## config.mk

```make
export PLATFORM = sky130hd
export DESIGN_NAME = piso_readout_ctrl
export DESIGN_NICKNAME = d
export VERILOG_FILES = /design/src/rtl/piso_readout_pkg.sv /design/src/rtl/piso_readout_ctrl_sr_clk_gen.sv /design/src/rtl/piso_readout_ctrl.sv
export SDC_FILE = /design/constraint.sdc
export NUM_CORES = 1
export LEC_CHECK = 0
export BUFFER_PORTS_ARGS = -buffer_cell sky130_fd_sc_hd__buf_4
export CAP_MARGIN = 20
export CORE_MARGIN = 1.5
export CORE_UTILIZATION = 35
export DETAILED_ROUTE_END_ITERATION = 7
export PLACE_DENSITY_LB_ADDON = 0.05
export SYNTH_ARGS = -nofsm -noshare
export SYNTH_HDL_FRONTEND = slang
export SYNTH_HIERARCHICAL = 1
export SYNTH_SLANG_ARGS = --single-unit
```

## constraint.sdc

```tcl
create_clock -name CLK -period 2.4 [get_ports CLK]
set_input_delay 0.12 -clock CLK [delete_from_list [all_inputs] [get_ports CLK]]
set_output_delay 0.12 -clock CLK [all_outputs]
set_load 0.02 [all_outputs]
```

## src/rtl/piso_readout_pkg.sv

```systemverilog
// Shared types and default constants for the PISO shift-register readout controller.
package piso_readout_pkg;

    typedef enum logic [1:0] {
        IDLE,
        LOAD,
        SHIFT,
        HOLD
    } state_t;

    localparam int unsigned DEF_N_CH    = 4;
    localparam int unsigned DEF_N_BITS  = 8;
    localparam int unsigned DEF_CLK_DIV = 2;
    localparam int unsigned DROP_W      = 16;

endpackage

```

## src/rtl/piso_readout_ctrl_sr_clk_gen.sv

```systemverilog
// Shift-clock phase generator: SR_CLK toggles every CLK_DIV cycles while enabled;
// strobes mark the last CLK cycle of each low (sample) and high (edge) phase.
module sr_clk_gen
    import piso_readout_pkg::*;
#(
    parameter int unsigned CLK_DIV = DEF_CLK_DIV
) (
    input  logic CLK,
    input  logic RST,
    input  logic en,
    input  logic clr,
    output logic sr_clk,
    output logic sample_stb,
    output logic edge_stb
);

    localparam int unsigned   DW       = (CLK_DIV > 1) ? $clog2(CLK_DIV) : 1;
    localparam logic [DW-1:0] DIV_LAST = DW'(CLK_DIV - 1);

    logic [DW-1:0] div_q;
    logic          phase_end;

    assign phase_end  = en && (div_q == DIV_LAST);
    assign sample_stb = phase_end && !sr_clk;
    assign edge_stb   = phase_end && sr_clk;

    // clr wins over en so the clock parks low on the very edge the run ends
    always_ff @(posedge CLK or posedge RST) begin
        if (RST) begin
            div_q  <= '0;
            sr_clk <= 1'b0;
        end else if (clr) begin
            div_q  <= '0;
            sr_clk <= 1'b0;
        end else if (en) begin
            if (div_q == DIV_LAST) begin
                div_q  <= '0;
                sr_clk <= ~sr_clk;
            end else begin
                div_q <= div_q + 1'b1;
            end
        end
    end

endmodule

```

## src/rtl/piso_readout_ctrl.sv

```systemverilog
// Readout controller for N_CH parallel PISO chains: load, shift out N_BITS, hold frame.
// Optional macro SR_DATA_INVERT_EN stores each sampled SR_Q bit inverted.
module piso_readout_ctrl
    import piso_readout_pkg::*;
#(
    parameter int unsigned       N_CH         = DEF_N_CH,
    parameter int unsigned       N_BITS       = DEF_N_BITS,
    parameter int unsigned       CLK_DIV      = DEF_CLK_DIV,
    // reset value of the rejected-trigger counter; nonzero only to exercise saturation
    parameter logic [DROP_W-1:0] DROP_CNT_RST = '0
) (
    input  logic                     CLK,
    input  logic                     RST,
    input  logic                     TRIG,
    input  logic [N_CH-1:0]          SR_Q,
    output logic                     SR_CLK,
    output logic                     SR_LOAD,
    output logic [N_CH*N_BITS-1:0]   FRAME_DATA,
    output logic                     FRAME_VALID,
    input  logic                     FRAME_READY,
    output logic                     BUSY,
    output logic [DROP_W-1:0]        DROP_CNT
);

    localparam int unsigned   BW       = (N_BITS > 1) ? $clog2(N_BITS) : 1;
    localparam logic [BW-1:0] BIT_LAST = BW'(N_BITS - 1);

    state_t          state_q, state_d;
    logic [BW-1:0]   bit_q;
    logic            gen_en, gen_clr, sample_stb, edge_stb;
    logic            last_bit, handshake;
    logic [N_CH-1:0] samp;

`ifdef SR_DATA_INVERT_EN
    assign samp = ~SR_Q;
`else
    assign samp = SR_Q;
`endif

    assign last_bit  = (bit_q == BIT_LAST);
    assign handshake = FRAME_VALID && FRAME_READY;

    sr_clk_gen #(
        .CLK_DIV(CLK_DIV)
    ) u_sr_clk_gen (
        .CLK       (CLK),
        .RST       (RST),
        .en        (gen_en),
        .clr       (gen_clr),
        .sr_clk    (SR_CLK),
        .sample_stb(sample_stb),
        .edge_stb  (edge_stb)
    );

    always_ff @(posedge CLK or posedge RST) begin
        if (RST) begin
            state_q <= IDLE;
        end else begin
            state_q <= state_d;
        end
    end

    always_comb begin
        state_d = state_q;
        unique case (state_q)
            IDLE:  if (TRIG)                   state_d = LOAD;
            LOAD:  if (edge_stb)               state_d = SHIFT;
            SHIFT: if (sample_stb && last_bit) state_d = HOLD;
            HOLD:  if (handshake)              state_d = IDLE;
            default:                           state_d = IDLE;
        endcase
    end

    // generator runs only while staying inside LOAD/SHIFT, so it starts and stops phase-aligned
    always_comb begin
        BUSY    = (state_q != IDLE);
        gen_en  = (state_q == LOAD) || (state_q == SHIFT);
        gen_clr = !((state_d == LOAD) || (state_d == SHIFT));
    end

    always_ff @(posedge CLK or posedge RST) begin
        if (RST) begin
            SR_LOAD     <= 1'b0;
            FRAME_VALID <= 1'b0;
            FRAME_DATA  <= '0;
            bit_q       <= '0;
            DROP_CNT    <= DROP_CNT_RST;
        end else begin
            SR_LOAD     <= (state_d == LOAD);
            FRAME_VALID <= (state_q == HOLD) && !handshake;

            if (state_q != SHIFT) begin
                bit_q <= '0;
            end else if (sample_stb) begin
                bit_q <= bit_q + 1'b1;
                // sample k lands in bit N_BITS-1-k of every chain field
                for (int unsigned c = 0; c < N_CH; c++) begin
                    for (int unsigned b = 0; b < N_BITS; b++) begin
                        if (bit_q == BW'(N_BITS - 1 - b)) begin
                            FRAME_DATA[c*N_BITS + b] <= samp[c];
                        end
                    end
                end
            end

            if (TRIG && (state_q != IDLE) && (DROP_CNT != '1)) begin
                DROP_CNT <= DROP_CNT + 1'b1;
            end
        end
    end

endmodule

```

-- Word level (Yosys, flattened, before mapping)
Index checks and enable logic that the tools add are counted.
- register bits after elaboration: 57
- logic and storage cells: 74
- $add $sub $neg: 3
- eq/ne operators: 16
- muxes and demuxes: 13
- bitwise logic cells: 2
- reduce and logical (&&, ||, !) cells: 25
- operators by type and width (kind ; number):
    3-bit AND reduction ; 8
    16-bit by 1-bit adder with 16-bit output, second input constant ; 1
    16-bit != test, second input constant ; 1
    3-bit equality test, second input constant ; 4
    1-bit logical AND ; 8
    2-bit 2-to-1 mux ; 4
    2-bit one-hot mux with 4 select lines ; 1
    2-bit equality test, second input constant ; 3
    3-bit by 2-bit equality test with 1-bit output, second input constant ; 2
    1-bit 2-to-1 mux ; 6
    3-bit 2-to-1 mux ; 2
    2-bit by 1-bit equality test with 1-bit output, second input constant ; 2
    2-bit by 1-bit != test with 1-bit output, second input constant ; 2
    2-bit nonzero test ; 2
    3-bit by 1-bit adder with 3-bit output, second input constant ; 1
    3-bit by 1-bit equality test with 1-bit output, second input constant ; 1
    3-bit logical NOT ; 1
    1-bit logical NOT ; 2
    2-bit logical NOT ; 1
    1-bit logical OR ; 2
    2-bit != test, second input constant ; 1
    1-bit inverter ; 2
    2-bit AND reduction ; 1
    1-bit adder, second input constant ; 1

-- Depth between registers and ports, before layout
Gate-level depths: netlist (run 1).
- word-level depth: 11
- mapped depth: 10

-- Cells and area by module
The synthesis (run 1) kept the hierarchy.
- by module, submodules not included (module ; instances ; cells an instance ; area each (µm²) ; sequential area each (µm²)):
    piso_readout_ctrl ; 1 ; 191 ; 2499.9 ; 1376.3
    sr_clk_gen ; 1 ; 11 ; 108.9 ; 50.0

-- Worst setup path after synthesis (run 1)
OpenSTA, ideal clock, no wires.
- path type: reg-to-reg
- start: reg state_q[0]
- end: reg u_sr_clk_gen.sr_clk
- library setup time: 125 ps
- data arrival time: 1978 ps
- slack: 296 ps
- cell stages (with the launch flop): 11
- clock period less this slack: 2104 ps
- path through: dfrtp_1 inv_1 ha_1 nand2_2 nor2_1 buf_2 nand3_1 a31oi_1 ha_1 nor2_1 mux2_4
- cells in the longest elaborated chain, start to end: 11
- elaborated cells on any way between the ends: 21
- those cells by class: 7 x eq/ne; 6 x mux; 8 x reduce/logical
- RTL lines (item ; line ; source):
    start: declaration ; piso_readout_ctrl.sv:28 ; state_t state_q, state_d;
    start signal: assignment ; piso_readout_ctrl.sv:59 ; state_q <= state_d;
    2-bit by 1-bit equality test with 1-bit output or 2-bit equality test (tied branches) ; piso_readout_ctrl.sv:77 ; gen_en = (state_q == LOAD) || (state_q == SHIFT);
    1-bit logical OR (*) ; piso_readout_ctrl.sv:77 ;
    named net gen_en ; piso_readout_ctrl.sv:30 ; logic gen_en, gen_clr, sample_stb, edge_stb;
    1-bit logical AND (*) ; piso_readout_ctrl_sr_clk_gen.sv:23 ; assign phase_end = en && (div_q == DIV_LAST);
    1-bit logical AND (*) ; piso_readout_ctrl_sr_clk_gen.sv:24 ; assign sample_stb = phase_end && !sr_clk;
    named net sample_stb ; piso_readout_ctrl.sv:30 ;
    1-bit logical AND (*) ; piso_readout_ctrl.sv:68 ; SHIFT: if (sample_stb && last_bit) state_d = HOLD;
    2-bit 2-to-1 mux (*) ; piso_readout_ctrl.sv:68 ;
    2-bit one-hot mux with 4 select lines (*) ; piso_readout_ctrl.sv:65 ; unique case (state_q)
    2-bit by 1-bit equality test with 1-bit output or 2-bit equality test (tied branches) ; piso_readout_ctrl.sv:78 ; gen_clr = !((state_d == LOAD) || (state_d == SHIFT));
    1-bit logical OR (*) ; piso_readout_ctrl.sv:78 ;
    2-bit by 1-bit != test with 1-bit output (no line) ; n/a ;
    2-bit AND reduction (no line) ; n/a ;
    end signal: assignment ; piso_readout_ctrl_sr_clk_gen.sv:38 ; sr_clk <= ~sr_clk;
    end: declaration ; piso_readout_ctrl_sr_clk_gen.sv:12 ; output logic sr_clk,
Mark *: on every way through the listed nets, which the timed path passes. The rest lies on a longest branch.
A chain may end at the register's enable or synchronous reset.

-- Final worst setup path (run 1)
- start: reg state_q[0]
- end: reg u_sr_clk_gen.sr_clk
- elaborated cells on any way between the ends: 21
- those cells by class: 7 x eq/ne; 6 x mux; 8 x reduce/logical
- RTL lines (item ; line ; source):
    2-bit by 1-bit equality test with 1-bit output or 2-bit equality test (tied branches) ; piso_readout_ctrl.sv:77 ;
    1-bit logical OR (*) ; piso_readout_ctrl.sv:77 ;
    named net gen_en ; piso_readout_ctrl.sv:30 ;
    1-bit logical AND (*) ; piso_readout_ctrl_sr_clk_gen.sv:23 ;
    1-bit logical AND (*) ; piso_readout_ctrl_sr_clk_gen.sv:25 ; assign edge_stb = phase_end && sr_clk;
    named net edge_stb ; piso_readout_ctrl.sv:30 ;
    2-bit 2-to-1 mux (*) ; piso_readout_ctrl.sv:67 ; LOAD: if (edge_stb) state_d = SHIFT;
    2-bit one-hot mux with 4 select lines (*) ; piso_readout_ctrl.sv:65 ;
    2-bit by 1-bit equality test with 1-bit output or 2-bit equality test (tied branches) ; piso_readout_ctrl.sv:78 ;
    1-bit logical OR (*) ; piso_readout_ctrl.sv:78 ;
    2-bit by 1-bit != test with 1-bit output (no line) ; n/a ;
    2-bit AND reduction (no line) ; n/a ;
Marks and branches as above.

==> results of run 1 <==
==> power by group through the flow <==
stage               combinational (mW)  sequential (mW)  clock (mW)
detailed placement               0.820             1.23           0
global route                     0.904             1.24       0.858
finish                           0.816             1.22       0.778
global placement                 0.814             1.24           0
floorplan                        0.387             1.34           0
CTS                              0.827             1.22       0.807
==> worst paths after layout <==
kind | to | slack [ns] | depth (start not counted)
setup / recovery | u_sr_clk_gen/sr_clk$_DFFE_PP0P_ | 0.20 | 9
hold / removal | FRAME_VALID$_DFF_PP0_ | 0.06 | 2
setup reg to reg | u_sr_clk_gen/sr_clk$_DFFE_PP0P_ | 0.20 | 9
hold reg to reg | FRAME_DATA[19]$_DFFE_PP0P_ | 0.51 | 1
max in group asynchronous | FRAME_DATA[3]$_DFFE_PP0P_ | 1.44 | 4
min in group asynchronous | u_sr_clk_gen/div_q$_DFFE_PP0P_ | 0.20 | 3
==> what timing repair did <==
| action | 4_1_cts | 5_1_grt |
|---|---|---|
| endpoints found under the hold margin | 19 | 0 |
| setup endpoints to repair | 0 | 1 |
| hold buffers | 1 | 0 |
| gates resized for setup | 0 | 1 |
==> flip-flops by register name (all words and copies together), names as in the netlist <==
| signal | count |
|---|---|
| DROP_CNT | 16 |
| FRAME_DATA | 32 |
| FRAME_VALID | 1 |
| SR_LOAD | 1 |
| u_sr_clk_gen/sr_clk | 1 |
| state_q | 2 |
| u_sr_clk_gen/div_q | 1 |
| bit_q | 3 |
==> synth_stat cells, types with 3 or more instances <==
cell      n  share of area [%]
nand3_1   5               0.96
nand2_1  11                1.6
nor2b_1   5                1.2
nor3_1    6                1.2
mux2_2   32                 14
inv_1     8                1.2
xor2_1   15                5.0
nand4_1   7                1.7
nor4_1    3               0.72
nor2_1    8                1.2
dfrtp_1  57                 55
ha_1     12                5.8
==> through the flow <==
step,hold slack [ns],setup WS (ns),utilization (%),cell area (um^2)
final,0.0606,0.199,47.0,3390
after global routing,0.0668,0.0367,47.0,3390
after CTS,0.0370,0.148,46.9,3380
after detailed placement,-0.00378,0.170,44.4,3200
after global placement,-0.00439,0.217,44.4,3200
after floorplan,-0.139,0.296,-,2610
==> metal layers <==
metal	share of wire, %	vias to the layer above	routed length (um)	global-route usage (%)
met1	46	902	2540	19.7
li1	-	868	-	-
met5	0	-	0	0
met2	48	38	2670	24.1
met4	1.3	0	70	6.71
met3	4.8	7	267	4.34
==> cell families (layout without fill, tap and decap cells) <==
kind of cell | count (synthesis) | count (layout) | share of synthesized area [%]
buffers and inverters | 10 | 89 | 1.49
muxes | 35 | 35 | 15.3
and+or+nand+nor | 61 | 61 | 14.3
AOI/OAI and AO/OA | 10 | 10 | 2.73
xor gates and xnor gates | 17 | 17 | 5.71
DFF | 57 | 57 | 54.7
adders and majority gates | 12 | 12 | 5.76
==> final cells by class <==
| type | instances | area share, % |
|---|---|---|
| clock buffers | 9 | 3.65 |
| clock inverters | 7 | 1.37 |
| repair buffers | 65 | 14.5 |
| inverters | 8 | 0.886 |
| multi-input cells | 135 | 33.9 |
| well taps | 99 | 3.65 |
| flip-flops and latches | 57 | 42.1 |
==> metrics.md, run 1 <==
| Metric | Value |
|---|---|
| Slowest stage delay, CP | `0.43 ns` |
| Gpl congestion | `0.795` |
| Clock sink count | `57` |
| Hold Path Origin | `FRAME_READY` |
| Post-synth ARST share | `100%` |
| Setup repair bufs after CTS | `0` |
| First-pass GRT wire length | `9160 um` |
| Tightest Pin Transition | `0.505 ns` |
| H-Tree Depth | `3` |
| Clk buf depth | `2` |
| Final Slew Violations | `0` |
| Mean area per synthesized cell | `12.9 um^2` |
| Setup CP Type | `reg2reg` |
| Setup tns final | `0 ns` |
| Die outline width | `89.3 um` |
| Internal power | `1.83 mW` |
| Max_cap viols | `0` |
| CP dominant cell by count | `ha_1` |
| Crit-path leading delay family | `adder cells` |
| CTS Root Cell | `clkbuf_8` |
| Critical Path Source | `state_q[0]$_DFF_PP0_` |
| Seq/Total Area, Yosys | `54.7%` |
| Total core area | `7210 um^2` |
| Cell with the largest stage delay on the worst path | `dfrtp_1` |
| Final WL | `5540 um` |
| Fmax | `0.454 GHz` |
| Chip height | `89.3 um` |
| Ports | `60` |
| Cell Count, Final, Fillers Out | `380` |
| Initial antenna violation count | `0` |
| Switch share | `34.8%` |
| Die ar. | `7980 um^2` |
| Nets@finish | `296` |
| R2r startpoint | `state_q[0]$_DFF_PP0_` |
| Post-synth EDFFs | `0` |
| Synth Cell Area | `2610 um^2` |
| Initial Util | `36.2%` |
| Sequential fraction of design power | `43.3%` |
| Post-Syn Nets | `222` |
| Net Switching | `977 uW` |
| Vias in the first global route | `1859` |
| Slew margin rel. | `66.1%` |
| CP Capture Type | `flip-flop` |
| Area grow syn2layout | `29.9%` |
| Crit path DAT | `2.42 ns` |
| CTS tree | `yes` |
| Hold WC Path Type | `in2reg` |
| RSZ-0062 raised after global routing | `false` |
| Largest net degree at the start of global routing | `22` |
| Main synth FF type | `dfrtp_1` |
| Final setup violation count | `0` |
| Crit-path max FO | `5` |
| Footprint of the multi-input gates | `1150 um^2` |
| Pwr Total | `2.81 mW` |
| Fillers | `712` |
| Cell leakage power | `1.66 nW` |
| Worst endpoint required time | `2.62 ns` |
| VDD IR-drop max | `0.365 mV` |
| Final ANT Viol Nets | `0` |
| Clock Skews | `0.00701 ns` |
| Final Hold Fails | `0` |
| Initial DRC count | `44` |
| Distinct cells, synth | `37` |
| Average wire per standard cell | `14.6 um` |
| Row cnt | `31` |
| Register bit total from synthesis | `57` |
| Post-DR vias/cell | `4.78` |
| DRC Markers | `0` |
| Worst-Skew Late Latency | `0.33 ns` |
| Crit start category | `flip-flop` |
| Cell total after placement | `363` |
| Total track usage | `15.3%` |
| Ys Warns | `6` |
| Clock-pin slew on the worst setup and hold paths | `0.07 ns` |
| FF+latch area | `1430 um^2` |
| Cells after synthesis | `202` |
| Detailed Place HPWL | `4020 um` |
| Worst-path cell chain | `inv_1 -> ha_1 -> and3_2 -> nor2b_1 -> o31ai_2 -> a31oi_1 -> ha_1 -> nor2_1 -> mux2_4` |
| Status | `finished clean` |
| Most frequent cells in the layout | `buf_4, dfrtp_1, mux2_2` |
| Drt first pass iters | `4` |
| Fin crit share | `91.7%` |
| Layout cell share with drive strength beyond 1 | `43.8%` |
| Buffers on Ports | `59` |
| Clock power frac | `27.7%` |
| Routed vias | `1815` |
| Cell area power density | `829 nW/um^2` |
| Inserted Clock Buffers | `9` |
| # diodes | `0` |
| Gr ovfl total | `0` |
| Most common cell after layout, fill and taps aside | `buf_4` |
| CP Buf/Inv Count | `1` |
| Comb pwr share | `29.0%` |
| Final worst path period need | `2.20 ns` |
Power figures use the tool's default switching activity.
==> run 2: changes to the inputs <==
--- a/config.mk
+++ b/config.mk
@@ -7,11 +7,10 @@
 export LEC_CHECK = 0
 export BUFFER_PORTS_ARGS = -buffer_cell sky130_fd_sc_hd__buf_4
 export CAP_MARGIN = 20
-export CORE_MARGIN = 1.5
+export CORE_MARGIN = 2
 export CORE_UTILIZATION = 35
 export DETAILED_ROUTE_END_ITERATION = 7
-export PLACE_DENSITY_LB_ADDON = 0.05
+export PLACE_DENSITY_LB_ADDON = 0.08
 export SYNTH_ARGS = -nofsm -noshare
 export SYNTH_HDL_FRONTEND = slang
-export SYNTH_HIERARCHICAL = 1
 export SYNTH_SLANG_ARGS = --single-unit
==> metrics.md, run 2 <==
| Metric | Value |
|---|---|
| Net Switching | `1.00 mW` |
| Global-route track usage on met2 | `19.9%` |
| # diodes | `0` |
| Most frequent cells in the layout | `buf_4, dfrtp_1, mux2_2` |
| Distinct cells, synth | `38` |
| Clock-pin slew on the worst setup and hold paths | `0.06 ns` |
| Pwr Total | `3.01 mW` |
| Final setup violation count | `0` |
| RSZ-0062 raised after global routing | `false` |
| Crit path DAT | `2.35 ns` |
| Nets@finish | `291` |
| VDD IR-drop max | `0.429 mV` |
| Worst endpoint required time | `2.61 ns` |
| Sequential fraction of design power | `42.0%` |
| Fin crit share | `89.4%` |
| Gpl congestion | `0.713` |
| CTS tree | `yes` |
| Hold WC Path Type | `in2reg` |
| Detailed Place HPWL | `3910 um` |
| Tightest Pin Transition | `0.515 ns` |
| Routed vias | `1740` |
| Synth area leaders | `dfrtp_1, mux2_2, ha_1` |
| Final worst path period need | `2.15 ns` |
| Buffers on Ports | `59` |
| Synth Cell Area | `2580 um^2` |
| Final Slew Violations | `0` |
| Initial Util | `35.8%` |
| Clk buf depth | `2` |
| Cell with the largest stage delay on the worst path | `dfrtp_1` |
| Largest net degree at the start of global routing | `28` |
| Drt first pass iters | `2` |
| Chip height | `89.9 um` |
| Setup repair bufs after CTS | `0` |
| Clock power frac | `28.8%` |
| Number of flip-flops in the largest register | `32` |
| CTS Root Cell | `clkbuf_8` |
| Post-synth ARST share | `100%` |
| Final Hold Fails | `0` |
| Cells after synthesis | `200` |
| Worst-path cell chain | `inv_1 -> ha_1 -> and3b_2 -> and3_1 -> and2_0 -> mux2_2` |
| Layout cell share with drive strength beyond 1 | `42.4%` |
| Share of the synthesized area in the top cell type | `55.3%` |
| Post-layout util | `46.4%` |
| Final WL | `5450 um` |
| Average wire per standard cell | `14.5 um` |
| Gr ovfl total | `0` |
| Post-DR vias/cell | `4.64` |
| Setup CP Type | `reg2reg` |
| Slew margin rel. | `65.4%` |
| Most used routing layer | `met1` |
| Most frequent cell after synthesis | `dfrtp_1` |
| Area leader, netlist | `dfrtp_1` |
| GR Util met3 | `6.04%` |
| Mean area per synthesized cell | `12.9 um^2` |
| Post-synth top cells | `dfrtp_1, mux2_2, nand2_1` |
| Ports | `60` |
| H-Tree Depth | `3` |
| Ys Warns | `0` |
| Switch share | `33.3%` |
| Cell leakage power | `1.63 nW` |
| Register bit total from synthesis | `57` |
| First-pass GRT wire length | `9210 um` |
| Setup tns final | `0 ns` |
| Max_cap viols | `0` |
| Area grow syn2layout | `29.8%` |
| Slowest stage delay, CP | `0.42 ns` |
| Crit-path max FO | `10` |
| Min Hold Slack | `0.0786 ns` |
| Crit start category | `flip-flop` |
| Total track usage | `14.7%` |
| Total core area | `7210 um^2` |
| Row cnt | `31` |
| Internal power | `2.01 mW` |
| Top Registers | `FRAME_DATA (32), DROP_CNT (16), bit_q (3)` |
| Initial DRC count | `76` |
| Comb pwr share | `29.2%` |
| Clock sink count | `57` |
| Grt met1 use | `20.8%` |
| Post-synth EDFFs | `0` |
| CP Buf/Inv Count | `1` |
| Vias in the first global route | `1752` |
| Seq/Total Area, Yosys | `55.3%` |
| Initial antenna violation count | `0` |
| Final ANT Viol Nets | `0` |
| CP Capture Type | `flip-flop` |
| Most flop-heavy register | `FRAME_DATA` |
| Cell area power density | `899 nW/um^2` |
| Clock Skews | `0.00867 ns` |
| Crit-path leading delay family | `simple AND/OR/NAND/NOR gates` |
| Die ar. | `8080 um^2` |
| Fmax | `0.466 GHz` |
| Worst-Skew Late Latency | `0.33 ns` |
| Die outline width | `89.9 um` |
| Fillers | `731` |
| Status | `finished clean` |
| Main synth FF type | `dfrtp_1` |
| Most common cell after layout, fill and taps aside | `buf_4` |
| DRC Markers | `0` |
| Post-Syn Nets | `220` |
| Inserted Clock Buffers | `9` |
[run 2: cell count changes after synthesis, moves of 2 or more]
cell,previous run,this run
xor2_1,15,10
nand3_1,5,9
nand4_1,7,3
and2_0,0,3
nor4_1,3,0
xnor2_1,2,5
nand2_1,11,13
mux2_4,2,0
nor2b_1,5,2
a21oi_1,0,2
mux2_2,32,34
[run 2: power groups by stage]
stage | Clock [mW] | Combinational [mW] | Sequential (mW)
after floorplan | 0 | 0.431 | 1.40
after global placement | 0 | 0.876 | 1.28
after detailed placement | 0 | 0.885 | 1.28
after CTS | 0.906 | 0.896 | 1.27
after global routing | 0.942 | 0.969 | 1.29
final | 0.868 | 0.879 | 1.27
[run 2: layout make-up]
type | instances | area [um^2] | share of cell area (%)
tap | 99 | 124 | 3.70
clock buffer | 13 | 149 | 4.44
sequential | 57 | 1430 | 42.6
clock inverter | 3 | 40.0 | 1.19
inverter | 7 | 26.3 | 0.784
timing repair buffer | 63 | 475 | 14.2
multi-input combinational | 133 | 1110 | 33.1
[run 2: layer usage]
metal  vias to the layer above  part of all wire (%)
li1                        844                     -
met1                       842                    52
met2                        46                    41
met3                         8                   5.9
met4                         0                   1.5
met5                         -                     0
[run 2: metrics by stage]
step	setup WS [ns]	std cells	cell area [um^2]
after global routing	0.0773	375	3350
after global placement	0.228	358	3150
after floorplan	0.433	200	2580
final	0.255	375	3350
after detailed placement	0.164	358	3150
after CTS	0.154	375	3350
[run 2: final timing paths]
path,slack [ns],end,start,cells after the start
min in group asynchronous,0.25,DROP_CNT[12]$_DFFE_PP0P_,RST,3
max,0.25,FRAME_DATA[31]$_DFFE_PP0P_,state_q[0]$_DFF_PP0_,6
min reg2reg,0.51,FRAME_DATA[22]$_DFFE_PP0P_,FRAME_DATA[22]$_DFFE_PP0P_,1
min,0.08,FRAME_VALID$_DFF_PP0_,FRAME_READY,2
max in group asynchronous,1.56,FRAME_DATA[17]$_DFFE_PP0P_,RST,4
max reg2reg,0.25,FRAME_DATA[31]$_DFFE_PP0P_,state_q[0]$_DFF_PP0_,6
[run 2: logic make-up after synthesis]
| kind of cell | after synthesis | share of synthesized area (%) |
|---|---|---|
| buf+inv | 10 | 1.79 |
| simple gates | 61 | 13.9 |
| fa+ha+maj | 12 | 5.82 |
| xor+xnor | 15 | 5.09 |
| flops | 57 | 55.3 |
| compound gates | 11 | 3.30 |
| mux | 34 | 14.8 |
[run 2: repair_timing]
| item | CTS | global route |
|---|---|---|
| endpoints found under the hold margin | 7 | 0 |
| endpoints found under the setup margin | 0 | 7 |
| resized for setup | 0 | 1 |
| hold buffers | 1 | 0 |
